--- src/rtl/id_ex_stage_reg.sv ---
`default_nettype none
// ============================================================================
// Module   : id_ex_stage_reg
// Brief    : Decode-to-execute pipeline register with freeze, flush and valid.
// Revision : 1.0 - initial release
// ============================================================================
module id_ex_stage_reg #(
   parameter int WORD_WIDTH = 32,
   parameter int REG_ADDR_W = 4
) (
   input  logic                  clk,
   input  logic                  rst,
   input  logic                  flush,
   input  logic                  freeze,
   input  logic                  valid_in,
   input  logic [3:0]            execute_command_in,
   input  logic                  mem_read_in,
   input  logic                  mem_write_in,
   input  logic                  wb_enable_in,
   input  logic                  branch_taken_in,
   input  logic                  status_write_enable_in,
   input  logic                  immediate_in,
   input  logic [WORD_WIDTH-1:0] pc_in,
   input  logic [WORD_WIDTH-1:0] val_rn_in,
   input  logic [WORD_WIDTH-1:0] val_rm_in,
   input  logic [11:0]           shift_operand_in,
   input  logic [23:0]           signed_imm_24_in,
   input  logic [REG_ADDR_W-1:0] dest_in,
   input  logic [REG_ADDR_W-1:0] src1_in,
   input  logic [REG_ADDR_W-1:0] src2_in,
   input  logic [3:0]            status_in,
   output logic                  valid_out,
   output logic [3:0]            execute_command_out,
   output logic                  mem_read_out,
   output logic                  mem_write_out,
   output logic                  wb_enable_out,
   output logic                  branch_taken_out,
   output logic                  status_write_enable_out,
   output logic                  immediate_out,
   output logic [WORD_WIDTH-1:0] pc_out,
   output logic [WORD_WIDTH-1:0] val_rn_out,
   output logic [WORD_WIDTH-1:0] val_rm_out,
   output logic [11:0]           shift_operand_out,
   output logic [23:0]           signed_imm_24_out,
   output logic [REG_ADDR_W-1:0] dest_out,
   output logic [REG_ADDR_W-1:0] src1_out,
   output logic [REG_ADDR_W-1:0] src2_out,
   output logic [3:0]            status_out
);

   logic                  valid_d,        valid_q;
   logic [3:0]            exe_cmd_d,      exe_cmd_q;
   logic                  mem_read_d,     mem_read_q;
   logic                  mem_write_d,    mem_write_q;
   logic                  wb_enable_d,    wb_enable_q;
   logic                  branch_taken_d, branch_taken_q;
   logic                  status_we_d,    status_we_q;
   logic                  immediate_d,    immediate_q;
   logic [WORD_WIDTH-1:0] pc_d,           pc_q;
   logic [WORD_WIDTH-1:0] val_rn_d,       val_rn_q;
   logic [WORD_WIDTH-1:0] val_rm_d,       val_rm_q;
   logic [11:0]           shift_op_d,     shift_op_q;
   logic [23:0]           simm24_d,       simm24_q;
   logic [REG_ADDR_W-1:0] dest_d,         dest_q;
   logic [REG_ADDR_W-1:0] src1_d,         src1_q;
   logic [REG_ADDR_W-1:0] src2_d,         src2_q;
   logic [3:0]            status_d,       status_q;

   // Side effects are gated by slot validity; a flush clears validity outright.
   logic side_ok;
   assign side_ok = valid_in & ~flush;

   always_comb begin
      valid_d        = valid_q;
      exe_cmd_d      = exe_cmd_q;
      mem_read_d     = mem_read_q;
      mem_write_d    = mem_write_q;
      wb_enable_d    = wb_enable_q;
      branch_taken_d = branch_taken_q;
      status_we_d    = status_we_q;
      immediate_d    = immediate_q;
      pc_d           = pc_q;
      val_rn_d       = val_rn_q;
      val_rm_d       = val_rm_q;
      shift_op_d     = shift_op_q;
      simm24_d       = simm24_q;
      dest_d         = dest_q;
      src1_d         = src1_q;
      src2_d         = src2_q;
      status_d       = status_q;

      if (flush || !freeze) begin
         valid_d        = side_ok;
         exe_cmd_d      = flush ? 4'b0000 : execute_command_in;
         mem_read_d     = mem_read_in & side_ok;
         mem_write_d    = mem_write_in & side_ok;
         wb_enable_d    = wb_enable_in & side_ok;
         branch_taken_d = branch_taken_in & side_ok;
         status_we_d    = status_write_enable_in & side_ok;
         immediate_d    = immediate_in;
         pc_d           = pc_in;
         val_rn_d       = val_rn_in;
         val_rm_d       = val_rm_in;
         shift_op_d     = shift_operand_in;
         simm24_d       = signed_imm_24_in;
         dest_d         = dest_in;
         src1_d         = src1_in;
         src2_d         = src2_in;
         status_d       = status_in;
      end
   end

   always_ff @(posedge clk or negedge rst) begin
      if (!rst) begin
         valid_q        <= 1'b0;
         exe_cmd_q      <= 4'b0000;
         mem_read_q     <= 1'b0;
         mem_write_q    <= 1'b0;
         wb_enable_q    <= 1'b0;
         branch_taken_q <= 1'b0;
         status_we_q    <= 1'b0;
         immediate_q    <= 1'b0;
         pc_q           <= '0;
         val_rn_q       <= '0;
         val_rm_q       <= '0;
         shift_op_q     <= '0;
         simm24_q       <= '0;
         dest_q         <= '0;
         src1_q         <= '0;
         src2_q         <= '0;
         status_q       <= '0;
      end else begin
         valid_q        <= valid_d;
         exe_cmd_q      <= exe_cmd_d;
         mem_read_q     <= mem_read_d;
         mem_write_q    <= mem_write_d;
         wb_enable_q    <= wb_enable_d;
         branch_taken_q <= branch_taken_d;
         status_we_q    <= status_we_d;
         immediate_q    <= immediate_d;
         pc_q           <= pc_d;
         val_rn_q       <= val_rn_d;
         val_rm_q       <= val_rm_d;
         shift_op_q     <= shift_op_d;
         simm24_q       <= simm24_d;
         dest_q         <= dest_d;
         src1_q         <= src1_d;
         src2_q         <= src2_d;
         status_q       <= status_d;
      end
   end

   assign valid_out               = valid_q;
   assign execute_command_out     = exe_cmd_q;
   assign mem_read_out            = mem_read_q;
   assign mem_write_out           = mem_write_q;
   assign wb_enable_out           = wb_enable_q;
   assign branch_taken_out        = branch_taken_q;
   assign status_write_enable_out = status_we_q;
   assign immediate_out           = immediate_q;
   assign pc_out                  = pc_q;
   assign val_rn_out              = val_rn_q;
   assign val_rm_out              = val_rm_q;
   assign shift_operand_out       = shift_op_q;
   assign signed_imm_24_out       = simm24_q;
   assign dest_out                = dest_q;
   assign src1_out                = src1_q;
   assign src2_out                = src2_q;
   assign status_out              = status_q;

endmodule
`default_nettype wire

--- config.mk ---
export PLATFORM = sky130hd
export DESIGN_NAME = id_ex_stage_reg
export DESIGN_NICKNAME = d
export VERILOG_FILES = /design/src/rtl/id_ex_stage_reg.sv
export SDC_FILE = /design/constraint.sdc
export NUM_CORES = 1
export LEC_CHECK = 0
export ABC_CLOCK_PERIOD_IN_PS = 2300
export CORE_MARGIN = 2
export CORE_UTILIZATION = 44
export CTS_CLUSTER_SIZE = 16
export DETAILED_ROUTE_END_ITERATION = 10
export PLACE_DENSITY = 0.95
export SLEW_MARGIN = 0
export SYNTH_ARGS = -nofsm -noshare
export SYNTH_HDL_FRONTEND = slang
export SYNTH_SLANG_ARGS = --single-unit
--- constraint.sdc ---
create_clock -name clk -period 2.3 [get_ports clk]
set_clock_uncertainty 0.15 [all_clocks]
set_input_delay 0.69 -clock clk [delete_from_list [all_inputs] [get_ports clk]]
set_output_delay 0.69 -clock clk [all_outputs]
set_load 0.005 [all_outputs]
==> results.json <==
{
  "die-area_um2": 15700,
  "tightestPinTransition_ns": 0.489,
  "vias_per_cell": 4.89,
  "p_comb_frac": 0.188,
  "track_usage": 0.226,
  "wirelength_mm": 17.5,
  "die_w_um": 125,
  "relSlewSlack": 0.674,
  "setup_tns_ns": 0,
  "post_synth.cell_area_avg_um2": 18.8,
  "required_ns": 1.46,
  "clkPwrFrac": 0.376,
  "design_area_um2": 10500,
  "grt.met2_usage": 0.392,
  "syn_inst": 345,
  "fin_crit_sh": 0.948,
  "gp_congestion": 0.818,
  "cp-start-kind": "register",
  "crit_fanout": 2,
  "status": "completed",
  "cts.htree.levels": 4,
  "dr.pass1.iters": 4,
  "max_cap_viol_count": 0,
  "hold_ws_ns": 0.0754,
  "clock.fmax_mhz": 459,
  "post_cts_resized": 0,
  "nFillCells": 840,
  "grtUsageMet1": 0.259,
  "synth_seq_cells": 159,
  "grt_pass1_vias": 4955,
  "insertedDiodeCount": 0,
  "hp-class": "primary input to asynchronous set/reset pin",
  "clk_latency_ns": 0.40,
  "netlist_area_um2": 6480,
  "drive_above_1_share": 0.295,
  "rsz0062_at_grt": "false",
  "nets": 860,
  "clkTransAtPathRegs_ns": 0.06,
  "crit_arrival_ns": 1.34,
  "postPlaceCellArea_um2": 9980,
  "maxSlewViolCount": 0,
  "p_per_area_nw_per_um2": 690,
  "grt-busiest-layer": "met2",
  "yosysTopAreaCell": "dfrtp_1",
  "syn-num-nets": 508,
  "drc": 0,
  "worst_ir_drop_vdd_uv": 510,
  "io_pins": 322,
  "numCtsBuffers": 17,
  "core-area_um2": 14500,
  "layout_min_cycle_time_ns": 2.18,
  "fp-row-count": 44,
  "synth_top_area_frac": 0.614,
  "crit_chain": "clkdlybuf4s50_1",
  "power_leakage_nw": 4.79,
  "clockBufferDepth": 2,
  "area_growth_pct": 62.7,
  "grt_pass1_wl_mm": 27.3,
  "total_power_mw": 7.28,
  "final_hold_viol_count": 0,
  "vias": 4365,
  "crit_slowest_cell": "clkdlybuf4s50_1",
  "setup_viol": 0,
  "drt_iter0_markers": 162,
  "crit_path_end_kind": "output pin",
  "critPathKind": "register to output pin",
  "synth.distinct_cells": 15,
  "dpl.hpwl_mm": 13.1,
  "cts_num_sinks": 159,
  "place.port_buffers": 321,
  "root_buffer": "clkbuf_16",
  "grt_util_met3": 0.0774,
  "crit_family": "buffers and inverters",
  "grt_max_degree": 51,
  "sw_frac_of_total": 0.223,
  "cpPeakStageDelay_ns": 0.58,
  "seq_power_share": 0.436,
  "antenna_found_initial": 0,
  "cts_hold_buf": 0,
  "crit_buf_inv": 1,
  "die_height_um": 125,
  "yosysSeqAreaShare": 0.614,
  "wl_per_cell_um": 19.6,
  "postRouteAntennaNets": 0,
  "synthTopCellsByArea": "dfrtp_1 (61%), mux2_4 (25%), mux2_2 (6.8%), buf_12 (3.1%), a32o_1 (0.77%)",
  "p_int_mw": 5.65,
  "start_util": 0.448,
  "grt.overflow.total": 0,
  "yosys_warnings": 0,
  "switchingPower_mw": 1.63,
  "cts_tree": "built",
  "post_cts_buffers": 0
}
-- worst paths after layout --
check,startpoint,end,slack (ns),cells after the start
worst max register to register,pc_out[28]$_DFFE_PN0P_,pc_out[28]$_DFFE_PN0P_,1.34,1
worst min register to register,mem_write_out$_DFFE_PN0P_,mem_write_out$_DFFE_PN0P_,0.34,1
max in group asynchronous,rst,pc_out[12]$_DFFE_PN0P_,1.27,2
min in group clk,mem_write_out$_DFFE_PN0P_,mem_write_out$_DFFE_PN0P_,0.34,1
worst max-delay path,val_rn_out[29]$_DFFE_PN0P_,val_rn_out[29],0.12,1
worst min-delay path,rst,val_rm_out[28]$_DFFE_PN0P_,0.08,1
-- flip-flops by register name, indices dropped and copies added, names as in the netlist --
signal,cells
immediate_out,1
src2_out,4
val_rm_out,32
shift_operand_out,12
status_write_enable_out,1
val_rn_out,32
mem_write_out,1
status_out,4
pc_out,32
branch_taken_out,1
src1_out,4
dest_out,4
execute_command_out,4
mem_read_out,1
wb_enable_out,1
valid_out,1
signed_imm_24_out,24
-- synth_stat cells (all sizes together) --
library cell	n
a32o	5
and2b	1
nor2b	1
dfrtp	159
mux2	149
nand2b	1
mux2i	5
inv	1
nor2	5
buf	18
-- power groups by stage --
stage               clock [mW]  combinational, mW  sequential [mW]
finish                    2.73               1.37             3.17
global route              2.92               1.44             3.20
global placement             0               1.33             3.20
CTS                       2.80               1.38             3.17
floorplan                    0              0.455             3.21
detailed placement           0               1.37             3.22
-- layer usage --
metal,wire [um],vias to the layer above,part of all wire
li1,-,1911,-
met1,6660,2207,0.38
met2,9070,219,0.52
met3,1380,28,0.079
met4,386,0,0.022
met5,0,-,0
-- cell type report --
cell class / count / area [um^2] / area share
Timing Repair Buffer: 351 / 3530 / 0.334
Multi-Input combinational cell: 167 / 2240 / 0.212
Clock inverter: 9 / 111 / 0.0106
Sequential cell: 159 / 3980 / 0.377
Tap cell: 184 / 230 / 0.0218
Inverter: 1 / 3.75 / 0.000356
Clock buffer: 21 / 460 / 0.0436
-- kinds of logic (layout without fill, tap and decap cells) --
group / after synthesis / in the layout / share of synthesized area
AOI/OAI and AO/OA: 5 / 5 / 0.00772
buffers and inverters: 19 / 382 / 0.0425
DFF: 159 / 159 / 0.614
muxes: 154 / 154 / 0.330
and+or+nand+nor: 8 / 8 / 0.00598
-- stage by stage --
| step | instances | utilization | setup slack [ns] |
|---|---|---|---|
| 2_1_floorplan | 345 | - | 0.379 |
| 4_1_cts | 892 | 0.729 | 0.0826 |
| 3_5_place_dp | 862 | 0.689 | -0.0348 |
| 5_1_grt | 892 | 0.729 | 0.0708 |
| 6_report | 892 | 0.729 | 0.119 |
| 3_3_place_gp | 862 | 0.689 | 0.0244 |
-- cell usage in the layout, fill, tap and decap left out --
cell type / instances
clkdlybuf4s50_1: 320
dfrtp_1: 159
mux2_4: 110
mux2_2: 39
buf_4: 23
clkbuf_16: 17
buf_12: 7
mux2i_1: 5
nor2_1: 5
a32o_1: 5
clkbuf_8: 2
clkinvlp_4: 2
clkinv_2: 2
clkbuf_1: 2
clkinv_4: 2
bufinv_16: 2
nand2b_4: 1
inv_1: 1
nor2b_1: 1
and2b_1: 1
inv_6: 1
buf_6: 1
Note: power is estimated with default switching activity, not from simulation.
